**config.mk**
```make
export PLATFORM = sky130hd
export DESIGN_NAME = hazard_ctrl_flat
export DESIGN_NICKNAME = d
export VERILOG_FILES = /design/src/rtl/hazard_ctrl_if.sv /design/src/rtl/hazard_ctrl.sv /design/src/flat_wrapper.sv
export SDC_FILE = /design/constraint.sdc
export NUM_CORES = 1
export LEC_CHECK = 0
export ABC_AREA = 1
export ABC_CLOCK_PERIOD_IN_PS = 3300
export BUFFER_PORTS_ARGS = -buffer_cell sky130_fd_sc_hd__buf_2
export CORE_UTILIZATION = 55
export DETAILED_ROUTE_END_ITERATION = 8
export PLACE_DENSITY = 0.82
export SLEW_MARGIN = 0
export SYNTH_ARGS = -nofsm -noshare
export SYNTH_HDL_FRONTEND = slang
export SYNTH_SLANG_ARGS = --single-unit
```
**constraint.sdc**
```tcl
create_clock -name clk -period 3.3 [get_ports clk]
set_input_delay 0.66 -clock clk [delete_from_list [all_inputs] [get_ports clk]]
set_output_delay 0.66 -clock clk [all_outputs]
set_load 0.03 [all_outputs]
```
**src/rtl/hazard_ctrl_if.sv**
```systemverilog
// Decode/redirect to sequencing-control bundle for hazard_ctrl.
// master = decode/EX side, slave = hazard_ctrl.
interface hazard_ctrl_if #(
  parameter int CNT_W = 16
);
  logic [4:0]       dec_rs;
  logic [4:0]       dec_rt;
  logic             dec_use_rs;
  logic             dec_use_rt;
  logic             dec_wr;
  logic [4:0]       dec_rd;
  logic             dec_load;
  logic [2:0]       jon_in;
  logic             pc_we;
  logic             fd_we;
  logic             fd_flush;
  logic             de_bubble;
  logic [CNT_W-1:0] stall_cnt;

  modport master (
    output dec_rs, dec_rt, dec_use_rs, dec_use_rt,
    output dec_wr, dec_rd, dec_load, jon_in,
    input  pc_we, fd_we, fd_flush, de_bubble, stall_cnt
  );

  modport slave (
    input  dec_rs, dec_rt, dec_use_rs, dec_use_rt,
    input  dec_wr, dec_rd, dec_load, jon_in,
    output pc_we, fd_we, fd_flush, de_bubble, stall_cnt
  );
endinterface

```
**src/rtl/hazard_ctrl.sv**
```systemverilog
// IF/ID stall/flush sequencer with a 3-entry in-flight scoreboard.
// Build macro HAZARD_FWD_EN: forwarding present, only load-use stalls.
module hazard_ctrl #(
  parameter int FLUSH_DEPTH = 1,
  parameter int CNT_W       = 16
) (
  input logic          clk,
  input logic          rstd,
  hazard_ctrl_if.slave bus
);

  typedef struct packed {
    logic       vld;
    logic [4:0] rd;
    logic       ld;
  } sb_t;

  typedef enum logic [1:0] {
    RUN   = 2'd0,
    STALL = 2'd1,
    FLUSH = 2'd2
  } state_e;

  localparam logic [2:0] FL_RELOAD = 3'(FLUSH_DEPTH - 1);

  state_e           state_q, state_d;
  logic [2:0]       fcnt_q, fcnt_d;
  sb_t              sb_ex_q, sb_ex_d;
  sb_t              sb_mem_q, sb_mem_d;
  sb_t              sb_wb_q, sb_wb_d;
  logic [CNT_W-1:0] stall_cnt_q, stall_cnt_d;

  logic pc_we, fd_we, fd_flush, de_bubble;
  logic redir, hazard;
  logic hit_rs, hit_rt;

  // WB writes the regfile before ID reads it, so it is tracked but never compared.
  logic unused_sb;
  assign unused_sb = ^{sb_wb_q, sb_mem_q, sb_ex_q.ld};

  assign redir = |bus.jon_in;

`ifdef HAZARD_FWD_EN
  // Only a load still in EX cannot be forwarded in time.
  assign hit_rs = sb_ex_q.vld & sb_ex_q.ld & (sb_ex_q.rd == bus.dec_rs);
  assign hit_rt = sb_ex_q.vld & sb_ex_q.ld & (sb_ex_q.rd == bus.dec_rt);
`else
  // Without forwarding any writer in EX or MEM blocks the read.
  assign hit_rs = (sb_ex_q.vld & (sb_ex_q.rd == bus.dec_rs))
                | (sb_mem_q.vld & (sb_mem_q.rd == bus.dec_rs));
  assign hit_rt = (sb_ex_q.vld & (sb_ex_q.rd == bus.dec_rt))
                | (sb_mem_q.vld & (sb_mem_q.rd == bus.dec_rt));
`endif

  assign hazard = (bus.dec_use_rs & (bus.dec_rs != 5'd0) & hit_rs)
                | (bus.dec_use_rt & (bus.dec_rt != 5'd0) & hit_rt);

  // Sequencing decision: redirect beats hazard, flush window counts down.
  always_comb begin
    pc_we     = 1'b1;
    fd_we     = 1'b1;
    fd_flush  = 1'b0;
    de_bubble = 1'b0;
    state_d   = state_q;
    fcnt_d    = fcnt_q;
    if (!rstd) begin
      pc_we     = 1'b0;
      fd_we     = 1'b0;
      fd_flush  = 1'b1;
      de_bubble = 1'b1;
    end else begin
      case (state_q)
        FLUSH: begin
          fd_flush  = 1'b1;
          de_bubble = 1'b1;
          if (redir) begin
            fcnt_d = FL_RELOAD;
          end else if (fcnt_q <= 3'd1) begin
            fcnt_d  = 3'd0;
            state_d = RUN;
          end else begin
            fcnt_d = fcnt_q - 3'd1;
          end
        end
        default: begin
          priority case (1'b1)
            redir: begin
              fd_flush  = 1'b1;
              de_bubble = 1'b1;
              if (FLUSH_DEPTH > 1) begin
                state_d = FLUSH;
                fcnt_d  = FL_RELOAD;
              end else begin
                state_d = RUN;
              end
            end
            hazard: begin
              pc_we     = 1'b0;
              fd_we     = 1'b0;
              de_bubble = 1'b1;
              state_d   = STALL;
            end
            default: begin
              state_d = RUN;
            end
          endcase
        end
      endcase
    end
  end

  // Scoreboard shift and saturating stall counter.
  always_comb begin
    sb_wb_d     = sb_mem_q;
    sb_mem_d    = sb_ex_q;
    sb_ex_d     = '0;
    stall_cnt_d = stall_cnt_q;
    if (!de_bubble) begin
      sb_ex_d = '{vld: bus.dec_wr, rd: bus.dec_rd, ld: bus.dec_load};
    end
    if (!pc_we && (stall_cnt_q != '1)) begin
      stall_cnt_d = stall_cnt_q + 1'b1;
    end
  end

  // State registers.
  always_ff @(posedge clk or negedge rstd) begin
    if (!rstd) begin
      state_q     <= RUN;
      fcnt_q      <= '0;
      sb_ex_q     <= '0;
      sb_mem_q    <= '0;
      sb_wb_q     <= '0;
      stall_cnt_q <= '0;
    end else begin
      state_q     <= state_d;
      fcnt_q      <= fcnt_d;
      sb_ex_q     <= sb_ex_d;
      sb_mem_q    <= sb_mem_d;
      sb_wb_q     <= sb_wb_d;
      stall_cnt_q <= stall_cnt_d;
    end
  end

  assign bus.pc_we     = pc_we;
  assign bus.fd_we     = fd_we;
  assign bus.fd_flush  = fd_flush;
  assign bus.de_bubble = de_bubble;
  assign bus.stall_cnt = stall_cnt_q;

endmodule

```
**src/flat_wrapper.sv**
```systemverilog
// flat-port wrapper written by rule: the top's interface ports become plain ports
module hazard_ctrl_flat 
#(
  parameter int FLUSH_DEPTH = 1,
  parameter int CNT_W       = 16
)
  (clk, rstd, bus_dec_rs, bus_dec_rt, bus_dec_use_rs, bus_dec_use_rt, bus_dec_wr, bus_dec_rd, bus_dec_load, bus_jon_in, bus_pc_we, bus_fd_we, bus_fd_flush, bus_de_bubble, bus_stall_cnt);
  hazard_ctrl_if #(.CNT_W(CNT_W)) bus_i ();
  input logic clk;
  input logic rstd;
  input wire logic [$bits(bus_i.dec_rs)-1:0] bus_dec_rs;
  input wire logic [$bits(bus_i.dec_rt)-1:0] bus_dec_rt;
  input wire logic [$bits(bus_i.dec_use_rs)-1:0] bus_dec_use_rs;
  input wire logic [$bits(bus_i.dec_use_rt)-1:0] bus_dec_use_rt;
  input wire logic [$bits(bus_i.dec_wr)-1:0] bus_dec_wr;
  input wire logic [$bits(bus_i.dec_rd)-1:0] bus_dec_rd;
  input wire logic [$bits(bus_i.dec_load)-1:0] bus_dec_load;
  input wire logic [$bits(bus_i.jon_in)-1:0] bus_jon_in;
  output wire logic [$bits(bus_i.pc_we)-1:0] bus_pc_we;
  output wire logic [$bits(bus_i.fd_we)-1:0] bus_fd_we;
  output wire logic [$bits(bus_i.fd_flush)-1:0] bus_fd_flush;
  output wire logic [$bits(bus_i.de_bubble)-1:0] bus_de_bubble;
  output wire logic [$bits(bus_i.stall_cnt)-1:0] bus_stall_cnt;
  assign bus_i.dec_rs = bus_dec_rs;
  assign bus_i.dec_rt = bus_dec_rt;
  assign bus_i.dec_use_rs = bus_dec_use_rs;
  assign bus_i.dec_use_rt = bus_dec_use_rt;
  assign bus_i.dec_wr = bus_dec_wr;
  assign bus_i.dec_rd = bus_dec_rd;
  assign bus_i.dec_load = bus_dec_load;
  assign bus_i.jon_in = bus_jon_in;
  assign bus_pc_we = bus_i.pc_we;
  assign bus_fd_we = bus_i.fd_we;
  assign bus_fd_flush = bus_i.fd_flush;
  assign bus_de_bubble = bus_i.de_bubble;
  assign bus_stall_cnt = bus_i.stall_cnt;
  hazard_ctrl #(.FLUSH_DEPTH(FLUSH_DEPTH), .CNT_W(CNT_W)) u_core (.clk(clk), .rstd(rstd), .bus(bus_i));
endmodule
```
Yosys cells after proc, flatten, opt, wreduce, memory -nomap -nowiden --
Index checks and enable logic that the tools add are counted.
Word-level totals: bits of input ports 24, register bits after elaboration 33, output and inout port bits 20, logic and storage cells 55
Operators by class: bitwise operators 11, eq/ne operators 8, order comparisons 1, $add $sub $neg 2, muxes and demuxes 19, reductions and logical operators 7
Operators with widths (number):
- $eq 5x5->1 | 4
- $add 16x1->16 const B | 1
- $ne 16x16->1 const B | 1
- $mux 1 | 12
- $reduce_bool 5->1 | 2
- $and 1x1->1 | 8
- $mux 2 | 4
- $mux 7 | 1
- $mux 3 | 2
- $le 3x1->1 const B | 1
- $or 1x1->1 | 3
- $reduce_and 3->1 | 1
- $reduce_or 3->1 | 1
- $sub 3x1->3 const B | 1
- $eq 2x2->1 const B | 1
- $ne 2x1->1 const B | 1
- $ne 2x2->1 const B | 1
- $reduce_and 2->1 | 1
- $logic_and 1x1->1 | 1
- $logic_not 1->1 | 1

Logic depth before layout (Yosys ltp) --
Gate-level depths: netlist (run 1).
depth after elaboration 11, mapped depth 14, gate-level depth less buffers 13

Least setup slack after synthesis (run 1) --
OpenSTA, ideal clock, no wires.
path kind input to output, start point input bus_dec_rt[0], end point output bus_pc_we, arrival 1837 ps, buffers on the path 2, slack 803 ps, data required time 2640 ps, cell stages on the path 11, cell sequence inv_1 -> nand4_1 -> o21ai_0 -> inv_1 -> nand2_1 -> nand2_1 -> nand2_1 -> nand2_2 -> buf_4 -> inv_1 -> buf_4
Between the ends: word-level cells in the longest chain between the ends 9
Ends and longest elaborated chain:
- from (decl) | line flat_wrapper.sv:12 | input wire logic [$bits(bus_i.dec_rt)-1:0] bus_dec_rt;
- $eq 5x5->1, on equally long branches | line hazard_ctrl.sv:51, hazard_ctrl.sv:52
- $and 1x1->1, on equally long branches | line hazard_ctrl.sv:51, hazard_ctrl.sv:52
- $or 1x1->1 | line hazard_ctrl.sv:52 | | (sb_mem_q.vld & (sb_mem_q.rd == bus.dec_rt));
- $and 1x1->1 (*) | line hazard_ctrl.sv:56 | | (bus.dec_use_rt & (bus.dec_rt != 5'd0) & hit_rt);
- $or 1x1->1 (*) | line hazard_ctrl.sv:56
- $mux 1 (*) (4 in series)
- to (decl) | line flat_wrapper.sv:19 | output wire logic [$bits(bus_i.pc_we)-1:0] bus_pc_we;
Every way passes the cells marked *; elsewhere a longest branch is shown, timed or not.

Worst setup path in the final report (run 1) --
start point input bus_dec_rt[4], end point output bus_de_bubble
Between the ends: word-level cells in the longest chain between the ends 9
Ends and longest elaborated chain:
- $eq 5x5->1, on equally long branches | line hazard_ctrl.sv:51, hazard_ctrl.sv:52
- $and 1x1->1, on equally long branches | line hazard_ctrl.sv:51, hazard_ctrl.sv:52
- $or 1x1->1 | line hazard_ctrl.sv:52
- $and 1x1->1 (*) | line hazard_ctrl.sv:56
- $or 1x1->1 (*) | line hazard_ctrl.sv:56
- $mux 1 (*) (2 in series) | line hazard_ctrl.sv:86 | priority case (1'b1)
- $mux 1 (*) | line hazard_ctrl.sv:72 | case (state_q)
- $mux 1 (*) | line hazard_ctrl.sv:66 | if (!rstd) begin
- to (decl) | line flat_wrapper.sv:22 | output wire logic [$bits(bus_i.de_bubble)-1:0] bus_de_bubble;
Marked as above.

==> results of run 1 <==
state kept, by name, indices dropped and copies added (netlist names):
register / flops
u_core.bus.stall_cnt: 16
u_core.sb_mem_q: 6
u_core.sb_ex_q: 6
synthesized netlist by cell type (2+ instances only):
cell type  number  area (um^2)
xor2_1          7         61.3
nand3_1        25          125
inv_1          42          158
nor2_2          2         12.5
xnor2_1         3         26.3
dfrtp_1        28          701
nand2_2         2         12.5
nand2_1       104          390
nand4_1         4         25.0
nor3_1          3         15.0
nor2_1         25         93.8
o21ai_0         3         15.0
buf_4           3         22.5
path summary, 6_finish.rpt:
check | from | slack [ps] | end | cells after the start
max | bus_dec_rt[4] | 910 | bus_de_bubble | 11
min | rstd | 270 | u_core.sb_mem_q[5]$_DFF_PN0_ | 1
max reg2reg | u_core.sb_ex_q[4]$_DFF_PN0_ | 1410 | u_core.bus.stall_cnt[6]$_DFFE_PN0P_ | 14
min reg2reg | u_core.sb_ex_q[6]$_DFF_PN0_ | 420 | u_core.sb_mem_q[6]$_DFF_PN0_ | 0
max in group asynchronous | rstd | 2500 | u_core.sb_ex_q[2]$_DFF_PN0_ | 2
min in group clk | u_core.sb_ex_q[6]$_DFF_PN0_ | 420 | u_core.sb_mem_q[6]$_DFF_PN0_ | 0
cell families (layout without fill, tap and decap cells):
family          after synthesis  count (layout)
simple gates                170             170
fa+ha+maj                     1               1
compound gates                3               3
buf+inv                      47              91
xor+xnor                     10              10
flops                        28              28
report_power, final:
group | internal, mW | switching (mW) | total (mW)
clock network | 0.123 | 0.0997 | 0.222
registers | 0.371 | 0.0406 | 0.412
logic | 0.0721 | 0.137 | 0.209
total | 0.566 | 0.277 | 0.843
cell type report:
cell class / count / area (um^2) / area share, %
tap: 44 / 55.1 / 2.69
multi-input combinational: 184 / 846 / 41.4
clock buffer: 3 / 22.5 / 1.10
inverter: 42 / 158 / 7.71
timing repair buffer: 45 / 233 / 11.4
clock inverter: 1 / 30.0 / 1.47
sequential: 28 / 701 / 34.3
critical path, cell delays in order:
cell,delay (ps)
buf_2,120
inv_1,60
nand2_1,50
nand2_1,50
nor2_1,120
nand3_1,100
nand2_1,80
nand2_1,60
nand4_1,70
buf_4,160
buf_2,200
metal layers:
metal  up-vias  global-route usage, %
li1        865                      -
met5         -                      0
met4         0                   6.12
met1       748                   32.0
met3         2                   2.42
met2        37                   45.6
metrics by stage:
| stage | total power, mW | utilization [%] | instance area, um^2 | setup slack (ps) |
|---|---|---|---|---|
| after floorplan | 0.556 | - | 1740 | 803 |
| after global placement | 0.622 | 65.8 | 1990 | 901 |
| after detailed placement | 0.628 | 65.8 | 1990 | 889 |
| after CTS | 0.849 | 67.5 | 2040 | 875 |
| after global routing | 0.892 | 67.5 | 2040 | 759 |
| final | 0.843 | 67.5 | 2040 | 911 |
==> results.md, run 1 <==
* Clk buf depth at 2
* Met3 Wirelength at 144 um
* Synth Area in Adders at 0.718%
* Worst Tran Pin Value at 503 ps
* Detail Placement HPWL at 2850 um
* Vias at 1,652
* Starting Density at 57.6%
* Worst relative slew slack at 66.5%
* Gr ovfl total at 0
* Worst EP required at roughly 2600 ps
* Synth Warn # at 0
* Post-synthesis mux area share at 0%
* CTS root buffer: clkbuf_4
* Worst hold slack at 268 ps
* Met2 Wirelength at between 1500 and 2000 um
* Fin cells at 347
* Arrival time of the worst setup path at 1730 ps
* PwrDens at 412 nW/um^2
* Area share of xor/xnor cells in the synthesized design at under 10%
* Tot GR Track Use at 25.0%
* Mean Syn Cell Area at 6.73 um^2
* I/O Buffers at 42
* Detailed Route Iter0 Violations at between 90 and 100
* Slew Viols, Final at 0
* Post-Syn Instances at 259
* Hold Path Class: in2async
* Commonest non-fill, non-tap cell in the layout: nand2_1
* Ratio of cells with drive above 1 in the final layout at between 10% and 20%
* DP Cell Count at 343
* Chip Width at 58.3 um
* DR vias/cell at 4.76
* Leak Pwr at 1.20 nW
* Clk Latency, worst-skew pair at 330 ps
* GP Congestion at roughly 0.83
* DRC Markers at 0
* Largest family of logic cells by synthesized area: simple AND/OR/NAND/NOR gates
* Row count at 20
* CTS tree: done
* Predominant post-synthesis flop cell: dfrtp_1
* H-tree depth at 1
* Max layer used: met4
* Simple-gate share of the synthesized area at 41.9%
* Wire length on met1 at between 1500 and 2000 um
* Crit Path Category: in2out
* Outcome: complete, no violations
* PostCTS Resize Cnt at 0
* Sequential area share after synthesis at approximately two fifths
* Nets@finish at 329
* Syn_nets at 284
* Setup crit start kind: input pin
* Most frequent cells in the layout: 104 x nand2_1, 42 x inv_1, 42 x buf_2
* Die height at 58.3 um
* Fill count at about 270
* CTS clk-pin slew, worst paths at 160 ps
* First-pass GRT wire length at 6580 um
* Vias in the first global route at 1,588
* Setup violations, final at 0
* Post-synth EDFFs at 0
* Pin count of the biggest net entering global routing at 24
* Yosys reg bits at 28
* Area Overhead vs Synth at 17.3%
* Critical Path Sink Type: output port
* Final Critical Period at 2390 ps
* ANT nets after route at 0
* Total core area at slightly above 3000 um^2
* First drt pass iteration count at 4
* Clock Skews at 15.6 ps
* Number of top-level pins at 44
* Initial antenna violation count at 0
* Final setup TNS at 0 ps
* Final worst-path cycle share at 72.4%
* Post-synthesis cell area at approximately 1700 um^2
* Hold buffers post-CTS at 0
* Worst vdd ir at 0.160 mV
* RSZ-0062 raised after global routing: false
* Total Wirelength at 3750 um
* Post-CTS Setup Inserts at 0
* Cts bufs inserted at 3
* Fraction of registers with async set/reset at 100%
* Avg WL per Cell at between 10 and 15 um
* CP max FO at 7
* Max-cap viol count at 0
* Post-synth cell types at 21
* Synth Area in Compound Gates at 0.861%
* F_max at 0.419 GHz
* Fin. Hold Viols at 0
* Ant. Diodes at 0
* Clock sink count at 28
* Die ar. at 3400 um^2
Power figures use the tool's default switching activity.
==> inputs of run 2 (changes only) <==
--- a/config.mk
+++ b/config.mk
@@ -6,11 +6,11 @@
 export NUM_CORES = 1
 export LEC_CHECK = 0
 export ABC_AREA = 1
-export ABC_CLOCK_PERIOD_IN_PS = 3300
+export ABC_CLOCK_PERIOD_IN_PS = 2000
 export BUFFER_PORTS_ARGS = -buffer_cell sky130_fd_sc_hd__buf_2
-export CORE_UTILIZATION = 55
+export CORE_UTILIZATION = 48
 export DETAILED_ROUTE_END_ITERATION = 8
-export PLACE_DENSITY = 0.82
+export PLACE_DENSITY = 0.76
 export SLEW_MARGIN = 0
 export SYNTH_ARGS = -nofsm -noshare
 export SYNTH_HDL_FRONTEND = slang
==> constraint.sdc (replaced) <==
create_clock -name clk -period 2 [get_ports clk]
set_input_delay 0.4 -clock clk [delete_from_list [all_inputs] [get_ports clk]]
set_output_delay 0.4 -clock clk [all_outputs]
set_load 0.03 [all_outputs]
==> run 2 against run 1 <==
Effect of this change:
- the flow now finishes with violations (setup timing)
- sequential cell count unchanged
- final cell count increased by 1.7%
- sequential share of layout area decreased by 0.92 points
- largest cell class unchanged
- highest routed layer unchanged
==> results.md, run 2 (synthesis results as in run 1) <==
* Outcome: finished, violations left
* Failing checks: setup timing
* Pin count of the biggest net entering global routing at 22
* GP Congestion at 0.856
* Fin. Hold Viols at 0
* Tot GR Track Use at between 20% and 30%
* Nets@finish at around 330
* GR Layer Usage met3 at 3.31%
* Setup crit start kind: register
* Critical Path Sink Type: output port
* Total Wirelength at between 3000 and 4000 um
* Worst Tran Pin Value at 334 ps
* Total core area at 3420 um^2
* Vias in the first global route at 1,530
* Ratio of cells with drive above 1 in the final layout at about a quarter
* CP max FO at 4
* Switching power share of the total at a little over a third
* Hold Path Class: in2reg
* Starting Density at approximately 51%
* GR Util met1 at 26.2%
* Final worst slack at -37.4 ps
* Ant. Diodes at 0
* CTS root buffer: clkbuf_4
* Chip Width at 62.3 um
* Logic gate share of total power at 27.0%
* Number of top-level pins at 44
* Crit Path Category: reg2out
* Final worst-path cycle share at 102%
* Detailed Route Iter0 Violations at 59
* H-tree depth at 1
* Clock power frac at between 20% and 30%
* Pint at 0.851 mW
* Worst EP required at 1600 ps
* Fin cells at between 300 and 400
* CTS tree: done
* Flop pwr share at 52.0%
* F_max at 0.491 GHz
* Worst relative slew slack at 77.6%
* Initial antenna violation count at 0
* First-pass GRT wire length at 6330 um
* GR peak layer: met2
* Met2 usage at about a third
* Worst vdd ir at 0.369 mV
* Number of flip-flops in the largest register at 16
* Total Power at 1.31 mW
* Cts bufs inserted at 3
* Most frequent cells in the layout: 101 x nand2_1, 39 x buf_2, 36 x inv_1
* Gr ovfl total at 0
* I/O Buffers at 42
* Clock sink count at 28
* Detail Placement HPWL at around 2800 um
* Clock Skews at 12.8 ps
* ANT nets after route at 0
* Row count at 21
* DP Cell Count at 346
* DR vias/cell at about 4.7
* Die ar. at just under 4000 um^2
* First drt pass iteration count at 4
* Clk Latency, worst-skew pair at between 300 and 400 ps
* Slew Viols, Final at 0
* CTS clk-pin slew, worst paths at 140 ps
* Vias at 1,670
* Final Critical Period at about 2000 ps
* Setup violations, final at 3
* Worst hold slack at between 200 and 300 ps
* Clk buf depth at 2
* Die height at 62.3 um
* Arrival time of the worst setup path at 1640 ps
* Avg WL per Cell at 10.3 um
* PwrDens at 619 nW/um^2
* DRC Markers at 0
* Commonest non-fill, non-tap cell in the layout: nand2_1
* Area Overhead vs Synth at 21.0%
* Leak Pwr at 1.22 nW
* Max-cap viol count at 0
* Switch Pwr at ~0.45 mW
* RSZ-0062 raised after global routing: true
run 2: final timing paths:
check / end / startpoint / slack [ps] / depth (start not counted)
max reg2reg: u_core.bus.stall_cnt[8]$_DFFE_PN0P_ / u_core.sb_ex_q[3]$_DFF_PN0_ / 160 / 14
min in group asynchronous: u_core.bus.stall_cnt[14]$_DFFE_PN0P_ / rstd / 460 / 2
max in group asynchronous: u_core.sb_ex_q[2]$_DFF_PN0_ / rstd / 980 / 3
min: u_core.sb_ex_q[4]$_DFF_PN0_ / bus_dec_rd[3] / 270 / 3
min reg2reg: u_core.sb_mem_q[6]$_DFF_PN0_ / u_core.sb_ex_q[6]$_DFF_PN0_ / 430 / 0
max: bus_fd_we / u_core.sb_ex_q[3]$_DFF_PN0_ / -40 / 11
run 2: critical path: stages, from the launching register on:
cell	delay, ps
dfrtp_1	450
nand2_1	90
nand2_1	50
nor2_1	110
nand3_1	80
nand2_1	80
nand2_2	70
nand2_1	60
nand2_1	60
nand2_2	90
inv_2	60
buf_6	130
run 2: power by group through the flow:
stage | Combinational (mW) | Clock (mW) | Sequential (mW)
floorplan | 0.155 | 0 | 0.763
global placement | 0.340 | 0 | 0.688
detailed placement | 0.344 | 0 | 0.689
CTS | 0.351 | 0.278 | 0.678
global route | 0.392 | 0.303 | 0.692
finish | 0.353 | 0.274 | 0.678
run 2: layout make-up:
class	count	area, um^2
fillers	335	1310
multi-input cells	184	870
flip-flops and latches	28	703
repair buffers	49	284
inverters	42	158
well taps	46	57.6
clock buffers	4	36.3
run 2: timing repair:
item	CTS	global route
endpoints found under the setup margin	3	15
hold endpoints to repair	7	0
resized for setup	6	16
pin swaps	2	8
hold buffers	1	0
buffers inserted	1	2
run 2: through the flow:
step                utilization (%)  TNS (ps)  worst slack, ps  area, um^2
floorplan                         -         0             23.3        1740
global placement               58.6         0              102        2000
detailed placement             58.6         0             79.5        2000
CTS                            60.6      -147            -73.7        2070
global route                   61.7      -564             -188        2110
finish                         61.7      -101            -37.4        2110
run 2: metal layers:
layer  vias up  wire [um]
met4         0         45
met1       756       1800
li1        880          -
met5         -          0
met2        30       1650
met3         4        135
==> inputs of run 3 (changes only) <==
--- a/config.mk
+++ b/config.mk
@@ -11,6 +11,7 @@
 export CORE_UTILIZATION = 48
 export DETAILED_ROUTE_END_ITERATION = 8
 export PLACE_DENSITY = 0.76
+export SKIP_CTS_REPAIR_TIMING = 1
 export SLEW_MARGIN = 0
 export SYNTH_ARGS = -nofsm -noshare
 export SYNTH_HDL_FRONTEND = slang
==> run 3 against run 2 <==
Effect of this change:
- the flow still finishes with violations (setup timing)
- global-route usage is 0.28 points lower
- final area is 0.42% lower
- critical path depth stayed put
- routed wire length is 1.4% lower
- setup slack better by 2.2 ps
- register-to-register slack better by 20 ps
- final cell count stayed put
- die area stayed put
- critical path type unchanged
==> results.md, run 3 (synthesis results as in run 1) <==
* CP max FO at 5
* DRC Markers at 0
* Gr ovfl total at 0
* Area Overhead vs Synth at 20.5%
* GR Layer Usage met3 at 3.13%
* Crit Path Category: reg2out
* Starting Density at approximately 51%
* Max-cap viol count at 0
* Number of flip-flops in the largest register at 16
* Clock Skews at 7.78 ps
* Ratio of cells with drive above 1 in the final layout at 23.5%
* Detailed Route Iter0 Violations at 77
* Die height at 62.3 um
* CTS root buffer: clkbuf_4
* Clk buf depth at 2
* Leak Pwr at around 1.2 nW
* GR Util met1 at 26.0%
* I/O Buffers at 42
* Initial antenna violation count at 0
* H-tree depth at 1
* CTS clk-pin slew, worst paths at 150 ps
* Total Wirelength at 3580 um
* GR peak layer: met2
* Max stage delay cell, worst path: dfrtp_2
* Most Frequent Cell on Critical Path: nand2_1
* Vias at 1,653
* First drt pass iteration count at 4
* Ant. Diodes at 0
* Avg WL per Cell at 10.1 um
* Hold Path Class: in2async
* Worst hold slack at 101 ps
* Detail Placement HPWL at 2820 um
* Commonest non-fill, non-tap cell in the layout: nand2_1
* Chip Width at roughly 62 um
* Setup violations, final at 3
* Final setup TNS at -97.7 ps
* RSZ-0062 raised after global routing: true
* Most frequent cells in the layout: 101 x nand2_1, 39 x buf_2, 36 x inv_1
* Pin count of the biggest net entering global routing at 22
* Final Cell Area at 2100 um^2
* DP Cell Count at roughly 350
* F_max at 0.491 GHz
* Setup crit start kind: register
* Row count at 21
* Failing checks: setup timing
* Slowest stage delay, CP at 470 ps
* Met2 usage at 34.1%
* First-pass GRT wire length at around 6200 um
* ANT nets after route at 0
* Arrival time of the worst setup path at 1640 ps
* Vias in the first global route at 1,501
* Clk Latency, worst-skew pair at approximately 320 ps
* DR vias/cell at 4.68
* Die ar. at just under 4000 um^2
* Nets@finish at 333
* Final worst slack at -35.2 ps
* Worst EP required at 1600 ps
* CTS tree: done
* Final Critical Period at 2040 ps
* Area after DPL at 2000 um^2
* Cts bufs inserted at 3
* Clock sink count at 28
* Number of top-level pins at 44
* Total core area at 3420 um^2
* Outcome: finished, violations left
* PwrDens at slightly above 600 nW/um^2
* Fin. Hold Viols at 0
* Critical-path cell list: nand2_1 -> nand2_1 -> nor2_1 -> nand3_1 -> nand2_1 -> nand2_2 -> nand2_1 -> nand2_1 -> nand2_2 -> inv_2 -> buf_6
* Fin cells at 353
* Worst vdd ir at 0.380 mV
* Dpl ws at a little under 80 ps
* Tot GR Track Use at 20.0%
* Final worst-path cycle share at 102%
* Worst Tran Pin Value at ~340 ps
* GP Congestion at 0.856
* Critical Path Sink Type: output port
* Worst relative slew slack at 76.9%
* Slew Viols, Final at 0
-- run 3: changes by cell type in the layout (fill, tap and decap cells not counted) --
cell     previous run  this run
nand2_8             1         0
nand2_4             0         1
-- run 3: where the power goes --
part	internal [mW]	leakage (nW)	switching [mW]
sequential	0.612	0.380	0.0649
combinational	0.127	0.819	0.225
clock	0.111	0.0210	0.157
-- run 3: per-stage QoR --
stage | utilization [%] | power (mW)
floorplan | - | 0.918
global placement | 58.6 | 1.03
detailed placement | 58.6 | 1.03
CTS | 59.7 | 1.30
global route | 61.5 | 1.39
finish | 61.5 | 1.30
-- run 3: worst paths after layout --
| path | from | end | slack, ps | cells after the start |
|---|---|---|---|---|
| worst max-delay path | u_core.sb_ex_q[2]$_DFF_PN0_ | bus_fd_we | -40 | 11 |
| worst min-delay path | rstd | u_core.bus.stall_cnt[12]$_DFFE_PN0P_ | 100 | 2 |
| worst max register to register | u_core.sb_ex_q[2]$_DFF_PN0_ | u_core.bus.stall_cnt[8]$_DFFE_PN0P_ | 180 | 14 |
| worst min register to register | u_core.sb_ex_q[6]$_DFF_PN0_ | u_core.sb_mem_q[6]$_DFF_PN0_ | 430 | 0 |
| max in group asynchronous | rstd | u_core.bus.stall_cnt[15]$_DFFE_PN0P_ | 1190 | 2 |
| min in group clk | bus_dec_rd[3] | u_core.sb_ex_q[4]$_DFF_PN0_ | 270 | 3 |
-- run 3: final cells by class --
cell class / instances / area (um^2)
multi-input combinational: 184 / 861
sequential: 28 / 703
clock buffer: 4 / 36.3
inverter: 42 / 158
tap: 46 / 57.6
fill: 338 / 1320
timing repair buffer: 49 / 284
-- run 3: worst max-delay path, delay by kind of cell, from the launching register on --
| family | cells | cell delay (ps) |
|---|---|---|
| buffers and inverters | 2 | 190 |
| and+or+nand+nor | 9 | 670 |
| DFF | 1 | 470 |
-- run 3: layer usage --
layer | routed length (um) | part of all wire [%] | up-vias
li1 | - | - | 878
met1 | 1750 | 49 | 742
met2 | 1650 | 46 | 31
met3 | 140 | 3.9 | 2
met4 | 29 | 0.81 | 0
met5 | 0 | 0 | -
